### src/rtl/seg_scan_ctrl.sv
// seg_scan_ctrl: time-multiplexed scan controller for an NDIG-digit
// common-anode 7-segment display. One shared bcd7seg decoder, anti-ghost
// blanking slots between digits, and a pending/shadow double buffer so a
// frame never mixes old and new digits.
// Optional macro SEG_LZ_BLANK_EN: blank leading zero digits (digit 0 always lit).

module bcd7seg (
    input  logic [3:0] bcd,
    output logic [6:0] seg_n
);
    // Map a BCD digit to active-low segments a..g; non-BCD codes show an error glyph
    always_comb begin
        case (bcd)
            4'd0:    seg_n = 7'b000_0001;
            4'd1:    seg_n = 7'b100_1111;
            4'd2:    seg_n = 7'b001_0010;
            4'd3:    seg_n = 7'b000_0110;
            4'd4:    seg_n = 7'b100_1100;
            4'd5:    seg_n = 7'b010_0100;
            4'd6:    seg_n = 7'b010_0000;
            4'd7:    seg_n = 7'b000_1111;
            4'd8:    seg_n = 7'b000_0000;
            4'd9:    seg_n = 7'b000_0100;
            default: seg_n = 7'b000_1001;
        endcase
    end
endmodule

module seg_scan_ctrl #(
    parameter int NDIG      = 4,
    parameter int SCAN_DIV  = 1000,
    parameter int BLANK_CYC = 4
) (
    input  logic              clk,
    input  logic              rst_n,
    input  logic [4*NDIG-1:0] bcd_in,
    input  logic              ld_valid,
    output logic              ld_ready,
    input  logic              en,
    output logic [NDIG-1:0]   an_n,
    output logic [6:0]        seg_n,
    output logic              frame_done
);
    typedef enum logic [1:0] {
        ST_OFF   = 2'd0,
        ST_BLANK = 2'd1,
        ST_SHOW  = 2'd2
    } state_t;

    localparam int CNT_MAX = (SCAN_DIV > BLANK_CYC) ? SCAN_DIV : BLANK_CYC;
    localparam int CW      = $clog2(CNT_MAX + 1);
    localparam int IW      = (NDIG > 1) ? $clog2(NDIG) : 1;

    localparam logic [CW-1:0] CNT_ZERO   = CW'(0);
    localparam logic [CW-1:0] CNT_ONE    = CW'(1);
    localparam logic [CW-1:0] SHOW_LAST  = CW'(SCAN_DIV - 1);
    localparam logic [CW-1:0] BLANK_LAST = CW'((BLANK_CYC > 0) ? (BLANK_CYC - 1) : 0);
    localparam logic [IW-1:0] IDX_ZERO   = IW'(0);
    localparam logic [IW-1:0] IDX_ONE    = IW'(1);
    localparam logic [IW-1:0] IDX_LAST   = IW'(NDIG - 1);
    // With no blanking time every slot change goes straight to the next digit
    localparam state_t        SLOT_START = (BLANK_CYC > 0) ? ST_BLANK : ST_SHOW;

    state_t              state_q, state_d;
    logic [IW-1:0]       idx_q, idx_d;
    logic [CW-1:0]       cnt_q, cnt_d;
    logic [4*NDIG-1:0]   pend_q, pend_d;
    logic                pend_v_q, pend_v_d;
    logic [4*NDIG-1:0]   shadow_q, shadow_d;
    logic                ld_ready_q, ld_ready_d;
    logic [NDIG-1:0]     an_n_q, an_n_d;
    logic [6:0]          seg_n_q, seg_n_d;
    logic                frame_done_q, frame_done_d;
    logic                boundary_s;
    logic                lit_s;
    logic [3:0]          digit_s;
    logic [6:0]          dec_seg_s;

    // Decode the digit of the slot being entered so pins update on the entry edge
    assign digit_s = shadow_d[4*int'(idx_d) +: 4];

    bcd7seg u_dec (
        .bcd   (digit_s),
        .seg_n (dec_seg_s)
    );

    // Slot sequencer: state, digit index and slot counter
    always_comb begin
        state_d      = state_q;
        idx_d        = idx_q;
        cnt_d        = cnt_q;
        frame_done_d = 1'b0;
        boundary_s   = 1'b0;
        if (!en) begin
            state_d = ST_OFF;
            cnt_d   = CNT_ZERO;
        end else begin
            case (state_q)
                ST_OFF: begin
                    idx_d      = IDX_ZERO;
                    cnt_d      = CNT_ZERO;
                    boundary_s = 1'b1;
                    state_d    = SLOT_START;
                end
                ST_BLANK: begin
                    if (cnt_q == BLANK_LAST) begin
                        cnt_d   = CNT_ZERO;
                        state_d = ST_SHOW;
                    end else begin
                        cnt_d = cnt_q + CNT_ONE;
                    end
                end
                ST_SHOW: begin
                    if (cnt_q == SHOW_LAST) begin
                        cnt_d   = CNT_ZERO;
                        state_d = SLOT_START;
                        if (idx_q == IDX_LAST) begin
                            idx_d        = IDX_ZERO;
                            frame_done_d = 1'b1;
                            boundary_s   = 1'b1;
                        end else begin
                            idx_d = idx_q + IDX_ONE;
                        end
                    end else begin
                        cnt_d = cnt_q + CNT_ONE;
                    end
                end
                default: begin
                    state_d = ST_OFF;
                    cnt_d   = CNT_ZERO;
                end
            endcase
        end
    end

    // Double buffer: accept loads into pending, move pending to shadow at frame boundaries
    always_comb begin
        pend_d   = pend_q;
        pend_v_d = pend_v_q;
        shadow_d = shadow_q;
        if (boundary_s && pend_v_q) begin
            shadow_d = pend_q;
            pend_v_d = 1'b0;
        end else if (ld_valid && !pend_v_q) begin
            pend_d   = bcd_in;
            pend_v_d = 1'b1;
        end else begin
            shadow_d = shadow_q;
        end
        ld_ready_d = ~pend_v_d;
    end

    // Decide whether the digit being entered is lit (leading-zero suppression optional)
    always_comb begin
`ifdef SEG_LZ_BLANK_EN
        lit_s = (idx_d == IDX_ZERO);
        for (int k = 0; k < NDIG; k++) begin
            if ((k >= int'(idx_d)) && (shadow_d[4*k +: 4] != 4'h0)) begin
                lit_s = 1'b1;
            end else begin
                lit_s = lit_s;
            end
        end
`else
        lit_s = 1'b1;
`endif
    end

    // Next pin values: one-hot-low anode and decoded segments only while showing
    always_comb begin
        an_n_d  = {NDIG{1'b1}};
        seg_n_d = 7'h7F;
        if ((state_d == ST_SHOW) && lit_s) begin
            an_n_d[idx_d] = 1'b0;
            seg_n_d       = dec_seg_s;
        end else begin
            an_n_d  = {NDIG{1'b1}};
            seg_n_d = 7'h7F;
        end
    end

    // State and output registers; reset blanks the pins and drops any pending load
    always_ff @(posedge clk or negedge rst_n) begin
        if (!rst_n) begin
            state_q      <= ST_OFF;
            idx_q        <= IDX_ZERO;
            cnt_q        <= CNT_ZERO;
            pend_q       <= {(4*NDIG){1'b0}};
            pend_v_q     <= 1'b0;
            shadow_q     <= {(4*NDIG){1'b0}};
            ld_ready_q   <= 1'b1;
            an_n_q       <= {NDIG{1'b1}};
            seg_n_q      <= 7'h7F;
            frame_done_q <= 1'b0;
        end else begin
            state_q      <= state_d;
            idx_q        <= idx_d;
            cnt_q        <= cnt_d;
            pend_q       <= pend_d;
            pend_v_q     <= pend_v_d;
            shadow_q     <= shadow_d;
            ld_ready_q   <= ld_ready_d;
            an_n_q       <= an_n_d;
            seg_n_q      <= seg_n_d;
            frame_done_q <= frame_done_d;
        end
    end

    assign ld_ready   = ld_ready_q;
    assign an_n       = an_n_q;
    assign seg_n      = seg_n_q;
    assign frame_done = frame_done_q;

endmodule

### config.mk
export PLATFORM = sky130hd
export DESIGN_NAME = seg_scan_ctrl
export DESIGN_NICKNAME = d
export VERILOG_FILES = /design/src/rtl/seg_scan_ctrl.sv
export SDC_FILE = /design/constraint.sdc
export NUM_CORES = 1
export LEC_CHECK = 0
export BUFFER_PORTS_ARGS = -buffer_cell sky130_fd_sc_hd__buf_4
export CORE_MARGIN = 10
export CORE_UTILIZATION = 52
export CTS_CLUSTER_DIAMETER = 150
export DETAILED_ROUTE_END_ITERATION = 8
export GPL_TIMING_DRIVEN = 0
export PLACE_DENSITY_LB_ADDON = 0.12
export SYNTH_ARGS = -nofsm -noshare
export SYNTH_HDL_FRONTEND = slang
export SYNTH_SLANG_ARGS = --single-unit
### constraint.sdc
create_clock -name clk -period 4.36 [get_ports clk]
set_input_delay 0.872 -clock clk [delete_from_list [all_inputs] [get_ports clk]]
set_output_delay 0.872 -clock clk [all_outputs]
set_load 0.05 [all_outputs]
==> After elaboration in Yosys (flattened, before gate mapping) <==
Memories as Yosys holds them, arrays and structs flattened.
Cells that the tools add are included.
{ "op_classes": {"n_reduce_logical": 6, "muxes": 25, "bitwise_logic": 3, "order_cmp": 2, "n_shift": 1, "add_sub_neg": 2, "n_eq_ne": 6} }
{ "op_table": {"columns": ["operator", "n"], "rows": [
  ["2-to-1 mux 10 bit", 3],
  ["case mux 10 bit (2 select lines)", 1],
  ["2-to-1 mux 16 bit", 1],
  ["indexed part select 16 x 5 -> 4 bit", 1],
  ["2-to-1 mux 2 bit", 6],
  ["adder 10 x 1 -> 10 bit (second input constant)", 1],
  ["== test 10 bit (second input constant)", 1],
  ["== test 10 x 2 -> 1 bit (second input constant)", 1],
  ["2-to-1 mux 1 bit", 8],
  ["2-to-1 mux 7 bit", 1],
  ["== test 2 bit (second input constant)", 3],
  ["case mux 2 bit (3 select lines)", 1],
  ["2-to-1 mux 4 bit", 1],
  ["NOT 4 bit", 1],
  ["case mux 2 bit (2 select lines)", 1],
  ["logical AND 1 bit", 3],
  ["less-than comparator 2 x 3 -> 1 bit (second input constant)", 1],
  ["adder 2 x 1 -> 2 bit (second input constant)", 1],
  ["demux 1 bit (select 2 bit)", 1],
  ["== test 2 x 1 -> 1 bit (second input constant)", 1],
  [">= comparator 2 x 1 -> 1 bit (second input constant)", 1],
  ["logical NOT 2 bit", 1],
  ["NOT 1 bit", 2],
  ["case mux 1 bit (2 select lines)", 1],
  ["other kinds (2)", 2]
]} }
{ "word_totals": {"n_memories": 1, "ff_bits": 60, "inputBits": 20, "out_inout_bits": 13, "rom_bits": 112} }
{ "memory_table": {"columns": ["name", "words", "word_bits", "rd", "rd_clocked_by_memory_dff", "write_ports", "line", "source"], "rows": [
  ["(no name shown)", 16, 7, 1, 0, 0, "13", "case (bcd)"]
]} }

==> Longest topological paths before layout <==
Gate-level depths: netlist of run 1.
{ "logic_depth": {"ltp_word": 11, "depth_mapped": 14, "ltp_nobuf": 13} }

==> Cells and area by module <==
From an unflattened synthesis of run 1, not the netlist that was laid out.
{ "hier_totals": {"cells_unflattened": 262, "area_unflattened_um2": 2967.8} }
{ "modules_own_cells": {"columns": ["module", "cells_each", "instances", "area_each_um2"], "rows": [
  ["seg_scan_ctrl", 237, 1, 2766.4],
  ["bcd7seg", 25, 1, 201.4]
]} }

==> Worst setup path after synthesis of run 1 <==
OpenSTA, ideal clock, no wires.
{ "synth_path": {"path_type": "flip-flop to flip-flop", "startpoint": "reg cnt_q[0]", "endpoint": "reg seg_n_q[0] (netlist: seg_n[0])", "setup_slack_ns": 1.251, "required_time_ns": 4.274, "setup_time_ns": 0.086, "stages_incl_launch_ff": 14, "arrival_ns": 3.023, "path_cell_list": "dfrtp_1 > ha_1 > or3b_4 > nor4_1 > o211a_1 > buf_6 > buf_6 > mux2_2 > or3_1 > nand4_1 > inv_1 > ha_1 > nor4_1 > a21oi_1"} }
{ "synth_between": {"elab_chain_cells": 9, "word_cells_on_any_way": 18} }
{ "synth_lines": {"columns": ["item", "line", "source"], "rows": [
  ["start: declaration", "66", "logic [CW-1:0] cnt_q, cnt_d;"],
  ["start signal: assignment", "198", "cnt_q <= cnt_d;"],
  ["== test 10 bit", "114", "if (cnt_q == SHOW_LAST) begin"],
  ["2-to-1 mux 1 bit", "114", null],
  ["case mux 1 bit (2 select lines)", "98", "case (state_q)"],
  ["2-to-1 mux 1 bit", "94", "if (!en) begin"],
  ["logical AND 1 bit", "141", "if (boundary_s && pend_v_q) begin"],
  ["2-to-1 mux 16 bit", "141", null],
  ["net shadow_d[1]", "69", "logic [4*NDIG-1:0] shadow_q, shadow_d;"],
  ["indexed part select 16 x 5 -> 4 bit", "80", "assign digit_s = shadow_d[4*int'(idx_d) +: 4];"],
  ["memory (16 x 7 bit)", null, null],
  ["2-to-1 mux 7 bit", "173", "if ((state_d == ST_SHOW) && lit_s) begin"],
  ["net seg_n_d[0]", "72", "logic [6:0] seg_n_q, seg_n_d;"],
  ["end signal: assignment", "204", "seg_n_q <= seg_n_d;"],
  ["end: declaration", "72", null]
]} }
The timed path passes the listed nets, and every way through them passes these cells.
A chain may end at the register's enable or synchronous reset.

==> Worst setup path in the final report of run 1 <==
Same ends and word-level chain as after synthesis.

==> out/summary.md, run 1 <==
The number of gates resized after CTS was 0. Max-cap violations in this run came to 0. The clock net sink count is 60, and the clock latency reported for the late side of the worst-skew pair is 340 ps. For the total power, the log shows 0.001568 W.

The clock-pin transition on the worst setup and hold timing paths came out at 70 ps. The per-cell routed wire length is 14.55 microns. On the worst path, the slowest cell contributes a delay of 430 ps. Along the worst path, the maximum fanout reaches 10.

Number of antenna violations at the first check in global routing: 0. Setup repair after global routing left no endpoint under its margin. In the post-synthesis netlist, the biggest area contributors are dfrtp_1 43%, mux2_2 13%, dfstp_2 11%.

Counting both buffers and inverters, the worst setup path holds a total of 3. Number of cells on the worst reg-to-reg path: 13. The share of Yosys cell area claimed by the top area cell type works out to 42.86%. The congestion estimate from routability-driven global placement came to 0.7770.

The first detailed-routing pass took 4 iterations. The tightest min-delay check is of the reg2reg type. In this run, the number of DRC markers left after iteration 0 of detailed routing was 32. Area of the die: 0.008726 sq mm. The kind of capture point of the worst setup path is a flip-flop. For the final worst clock skew, the log shows 10.01 ps. The analysis attributes to cell leakage a power of 1.482 nW.

The power density over the cells came out at 473.0 mW/mm^2. The tools report the reg-to-reg critical path startpoint as cnt_q[0]. Entering global routing, the biggest net connects 61 pins. Capture point of the critical path: seg_n[0].

Final number of hold-violating endpoints: 0. Of the total synthesized cell area, the portion taken by full adders, half adders and majority gates is 4.911%. For the pin with the worst max-slew slack, the measured transition is 728.8 ps. After layout, the minimum clock period comes to 3495 ps. Headroom to the max-slew limit came out at 51.41%. The first global-routing pass estimated 8.493 mm of wire. The worst path uses 80.17% of the clock period. The tools report the minimum setup slack among reg-to-reg paths as 860 ps. The total DRC errors in the routed layout came out at 0. The critical path starts at cnt_q[0]. The cell count after synthesis came out at 220. The number of input and output port buffers inserted is 31. In the global route stage, overall resource usage came out at 12.33%. From synthesis to final layout, the design area changed by 18.26%.

The number of nets in the final layout was 293; the total number of cells along the worst setup path was 13. The tools report the I/O pin count as 33. Counting every net in the synthesized netlist gives 251. Cells with a size suffix above 1 make up 40.07% of the layout. The final number of setup-violating endpoints came out at 0. The final HPWL from detailed placement is 3.465 mm. Achievable clock frequency: 286.1 MHz. The number of fillers in the final layout was 407; the count of cell types in the netlist was 44. Mux contribution to synthesized area: 16.29%.

Ranked by instance count, the synthesized netlist is headed by 48 x dfrtp_1, 33 x mux2_2, 21 x nor2_1. The tree is rooted in a clkbuf_8. Of the synthesized area, sequential elements account for 54.11%. The antenna diode count was 0. The total count of max-transition violations in the final report came out at 0.

The longest clock path from root to sink contains 2 buffers. The number of synthesized flops with an enable pin was 0; the total via count after detailed routing was 1,770. The core region is 0.005172 sq mm.

In this run the core area contains 26 standard-cell rows. The register bit total from synthesis was 60. The biggest area contributor in the post-synthesis netlist is dfrtp_1. The cell area that synthesis handed to floorplanning was 0.002803 sq mm.

The final global-route overflow total is 0. The post-synthesis simple-gate area fraction was 14.06%; the via density per instance was 5.252. The compound-cell area share of the yosys netlist came out at 5.045%. For this configuration, the core starts out at a cell density of 54.18%. Summed over all failing endpoints, the final setup total negative slack is 0 ps. The post-CTS repair timing setup buffer count came out at 0.

Among all cell types in the netlist, the one instantiated most often is dfrtp_1. The synthesized netlist devotes 2.812% of its cell area to XOR and XNOR gates. For the combined flip-flop and latch cell area, the log shows 0.001516 sq mm.

The worst setup path is of the reg2reg kind. Floorplan die height: 93.42 microns. The chip width works out to 93.42 microns. Buffers inserted to repair hold after CTS numbered 0. Wires add up to 4.903 mm.

In the synthesized netlist the async set-or-reset flop fraction comes to 100.0%. Worst flop-to-flop path endpoint: seg_n[0]. The remaining number of nets flagged by the antenna check after routing was 0.

Critical-path cell with the highest stage delay: or3b_4. The average instance in the mapped netlist occupies 12.74 sq um. The combined area of the multi-input logic cells is 0.001209 sq mm.

The most used flip-flop cell after synthesis is dfrtp_1. The critical path goes through ha_1, or3b_4, nor4_1, o211a_1, buf_6, buf_6, mux2_2, or3_1, nand4_1, inv_1, ha_1, nor4_1, a21oi_1. The combinational family with the most area after synthesis is multiplexers.

The run gives 3750 ps as the arrival time of data at the critical path endpoint. The flow ran to the end, and the final reports show no timing, DRC or antenna violations. STA puts the critical path data required time at 4610 ps. The tools report the via count of the first global-routing pass as 1,799. Buffers inserted during clock tree synthesis total 9.

TritonCTS built the clock tree. The family with the most delay on the worst path is simple AND/OR/NAND/NOR gates. The worst setup path is launched from a flip-flop.

VDD sags by at most 0.0003032 V. During synthesis, Yosys emitted a total of 0 warnings. The CTS H-tree depth is 3.
## per-layer routing
layer / track usage [%] / routed length (microns)
met1: 14.61 / 2299
met2: 19.20 / 2305
met3: 4.396 / 207
met4: 6.555 / 91
met5: 0 / 0
## how the worst min path moves through the flow
stage	from	to	slack [ps]	cells past startpoint
2_1_floorplan	cnt_q[0]	cnt_q[0]	450	1
3_3_place_gp	cnt_q[0]	cnt_q[0]	480	1
6_report	cnt_q[0]	cnt_q[0]	480	1
5_1_grt	shadow_q[0]	shadow_q[0]	510	1
3_5_place_dp	cnt_q[0]	cnt_q[0]	490	1
4_1_cts	cnt_q[0]	cnt_q[0]	490	1
## cell usage in the layout, fill, tap and decap left out, types with 6 or more instances in the layout
cell type / Yosys / routed
nand3_1: 6 / 6
inv_1: 8 / 8
nor2_1: 21 / 21
mux2_2: 33 / 33
mux2i_1: 7 / 7
dfstp_2: 12 / 12
ha_1: 11 / 11
nand2_1: 10 / 10
buf_4: 0 / 31
clkbuf_8: 0 / 13
dfrtp_1: 48 / 48
## cell families after synthesis
logic type | after synthesis
and+or+nand+nor | 69
DFF | 60
muxes | 41
AOI/OAI and AO/OA | 15
buffers and inverters | 15
adders and majority gates | 11
xor gates and xnor gates | 9
## where the power goes
group	internal (W)	switching, W	leakage [nW]
Combinational	0.000192	0.000182	0.662
Clock	0.000268	0.000203	0.0997
Sequential	0.000682	0.0000412	0.720
Total	0.00114	0.000426	1.48
## area by class of cell
class | count | area share (%)
buffer | 5 | 1.057
clock buffer | 15 | 5.625
clock inverter | 1 | 0.1510
inverter | 10 | 1.284
multi-input combinational | 145 | 36.47
sequential | 60 | 45.75
tap | 70 | 2.643
timing repair buffer | 31 | 7.022
## stage by stage
stage / setup slack [ps] / hold slack, ps / cells / utilization, % / instance area [sq um]
final: 864.6 / 484.7 / 337 / 64.08 / 3314
after global routing: 539.0 / 508.7 / 337 / 64.08 / 3314
after CTS: 873.5 / 494.8 / 337 / 64.08 / 3314
after detailed placement: 898.5 / 485.3 / 321 / 60.38 / 3123
after global placement: 909.7 / 475.5 / 321 / 60.38 / 3123
after floorplan: 1251 / 447.9 / 220 / - / 2803
## state kept, by name, summed over array words and instances (netlist names), 2 cells and up
register and count:
pend_q 16, shadow_q 16, cnt_q 10, seg_n 7
an_n 4, idx_q 2, state_q 2
Power figures use the tool's default switching activity.
==> inputs of run 2 (changes only) <==
clock period = 3.15 ns   (was 4.36 ns; I/O delays follow)
==> out/summary.md, run 2 (same netlist as run 1, synthesis figures left out) <==
The run finished, with violations left. The final reports fail on setup timing. The arrival time of data at the critical path endpoint is 3420 ps (-330 ps). The tools report the final weighted congestion in routability-driven placement as 0.7770 (unchanged).

For the via count of the first global-routing pass, the log shows 1,856 (+3.2%). By instance count, the cell type seen most on the critical path is ha_4. For the I/O pin count, the log shows 33 (unchanged). The total DRC errors in the routed layout is 0 (unchanged), and the share of the clock period used by the worst path after layout is 100.1% (+20 points).

The logs give 326 (+11%) for the number of nets in the final layout and 2 (unchanged) for the maximum count of clock buffers along a single path. The worst setup path is captured at a flip-flop. Relative to the synthesized area, the layout overhead comes to 32.28%. For the final worst clock skew, the log shows 10.45 ps (+0.4360 ps).

In the layout the commonest cells are 60 x buf_4, 48 x dfrtp_1, 31 x mux2_2, 21 x nor2_1, 13 x clkbuf_8. The overall routing resource usage was 12.67% (+0.34 points); the ratio of cells with drive above 1 in the final layout was 51.33% (+11 points). The final number of setup-violating endpoints is 1 (+1). The leakage dissipation was 1.664 nW (+12%). The count of max-cap constraint violations was 0 (unchanged). The via density per instance came out at 5.214 (-0.74%).

The cell area after placement is 0.003123 sq mm (unchanged). The tools report the worst setup slack after placement as -311.5 ps (-1210 ps). For the CTS H-tree depth, the log shows 3 (unchanged).

The worst setup path is launched from a flip-flop. The largest registers in the layout are pend_q x16, shadow_q x16, cnt_q x10. Highest net fanout along the worst path: 5 (-5).

The post-cts hold buffer count was 0 (unchanged); the final number of hold-violating endpoints was 0 (unchanged). The logs give -2.551 ps (-867.1 ps) for the post-route worst setup slack and 3.465 mm (unchanged) for the final HPWL from detailed placement. The logs give 0 (unchanged) for the total count of max-transition violations in the final report and 9 (unchanged) for the number of buffers inserted during clock tree synthesis. The first-pass GRT wire length came out at 8.721 mm (+2.7%). The tools report the data required time of the worst path as 3410 ps (-1200 ps).

The logs give 0.005172 sq mm (unchanged) for the floorplan core area and 0 (unchanged) for the final global-route overflow total. Post-route minimum period: 3153 ps (-342.9 ps). The standard-cell row count is 26 (unchanged). TritonCTS built the clock tree. The logs give 0 (unchanged) for the number of antenna violations at the first check in global routing and 335.9 ps (-148.8 ps) for the hold slack.

The power density over the cells works out to 631.6 mW/mm^2 (+34%). The floorplan die height is 93.42 microns (unchanged). Per-cell routed wire length: 15.14 microns (+4.0%).

The slew at the pin with the worst max-slew slack was 738.0 ps (+9.233 ps); the maximum cell stage delay along the critical path was 420 ps (about the same). Clock net sink count: 60 (unchanged). The slowest stage of the critical path is the or3b_4 cell. The most common cell after layout, fill and taps aside is buf_4. The tools report the initial detailed-routing violation count as 32 (unchanged). The min-delay analysis places its worst path in the category in2async.

The clock-pin transition on the worst setup and hold timing paths is 70 ps (about the same), and the routed wire length is 5.601 mm (+14%). The area of the die came out at 0.008726 sq mm (unchanged). Detailed-routing iteration count for the pre-antenna-repair pass: 4 (unchanged). The tree is rooted in a clkbuf_8.

Setup repair after global routing could not meet its margin everywhere. The tools report the final cell area excluding filler cells as 0.003707 sq mm (+12%). The critical path goes through ha_4, or3b_4, nor4_4, buf_4, o21ai_4, a21oi_4, buf_12, or3_1, nand4_1, buf_6, ha_4, mux2_4, a211o_1. The remaining max-slew budget at the tightest pin was 50.80% (-0.62 points); the starting density of the core was 54.18% (unchanged).

The tools report the achievable clock frequency as 317.2 MHz (+11%). The total via count after detailed routing is 1,929 (+9.0%), and the number of input and output port buffers inserted is 31 (unchanged). The remaining number of nets flagged by the antenna check after routing was 0 (unchanged). The critical path is of the reg2reg type. The chip width works out to 93.42 microns (unchanged). The tools report the antenna diode count as 0 (unchanged).

The logs give 61 (unchanged) for the maximum number of pins on one net before global-route repair and 340 ps (about the same) for the clock latency reported for the late side of the worst-skew pair. Peak supply drop: 0.0004187 V (+38%).
-- run 2: per-layer routing --
metal / GRT usage, % / wire, microns
met5: 0 / 0
met4: 5.013 / 71
met3: 5.356 / 243
met2: 20.13 / 2839
met1: 14.81 / 2447
-- run 2: stage by stage --
step                std cells  total power, W  utilization (%)  TNS [ps]
floorplan                 220        0.001404                -         0
global placement          321        0.001521            60.38     -1057
detailed placement        321        0.001538            60.38     -1136
CTS                       345        0.002236            65.65         0
global route              370        0.002482            71.67    -432.0
finish                    370        0.002341            71.67    -2.551
-- run 2: layout make-up --
type	count	area, sq um
Timing Repair Buffer	65	528.0
Tap cell	70	87.58
Clock buffer	15	186.4
Multi-Input combinational cell	145	1309
Inverter	10	42.54
Buffer	4	32.53
Sequential cell	60	1516
Fill cell	354	1465
Clock inverter	1	5.005
-- run 2: final timing paths --
path | from | slack (ps) | end | cells after the start
hold / removal | rst_n | 340 | cnt_q[2] | 1
setup / recovery | cnt_q[1] | -3 | seg_n[2] | 13
min in group clk | shadow_q[9] | 500 | shadow_q[9] | 1
hold reg to reg | shadow_q[9] | 500 | shadow_q[9] | 1
setup reg to reg | cnt_q[1] | -3 | seg_n[2] | 13
max in group asynchronous | rst_n | 2300 | pend_q[15] | 1
-- run 2: what timing repair did --
action / 4_1_cts / 5_1_grt
pin swaps: 5 / 14
buffers inserted: 9 / 25
cloned: 0 / 0
endpoints found under the setup margin: 7 / 7
hold endpoints to repair: 0 / 0
gates resized for setup: 5 / 25
-- run 2: power by group --
part | leakage (nW) | total, W | internal, W | switching, W
Combinational | 0.844 | 0.000688 | 0.000368 | 0.000319
Clock | 0.0997 | 0.000653 | 0.000371 | 0.000282
Sequential | 0.720 | 0.00100 | 0.000943 | 0.0000577
Total | 1.66 | 0.00234 | 0.00168 | 0.000658
-- run 2: worst max-delay path, delay by kind of cell (launching register included) --
family / cells / cell delay [ps]
AND/OR/NAND/NOR: 4 / 990
AO/OA/AOI/OAI: 3 / 580
buffers and inverters: 3 / 550
flip-flops: 1 / 390
adder cells (fa/ha/maj): 2 / 320
multiplexers: 1 / 250
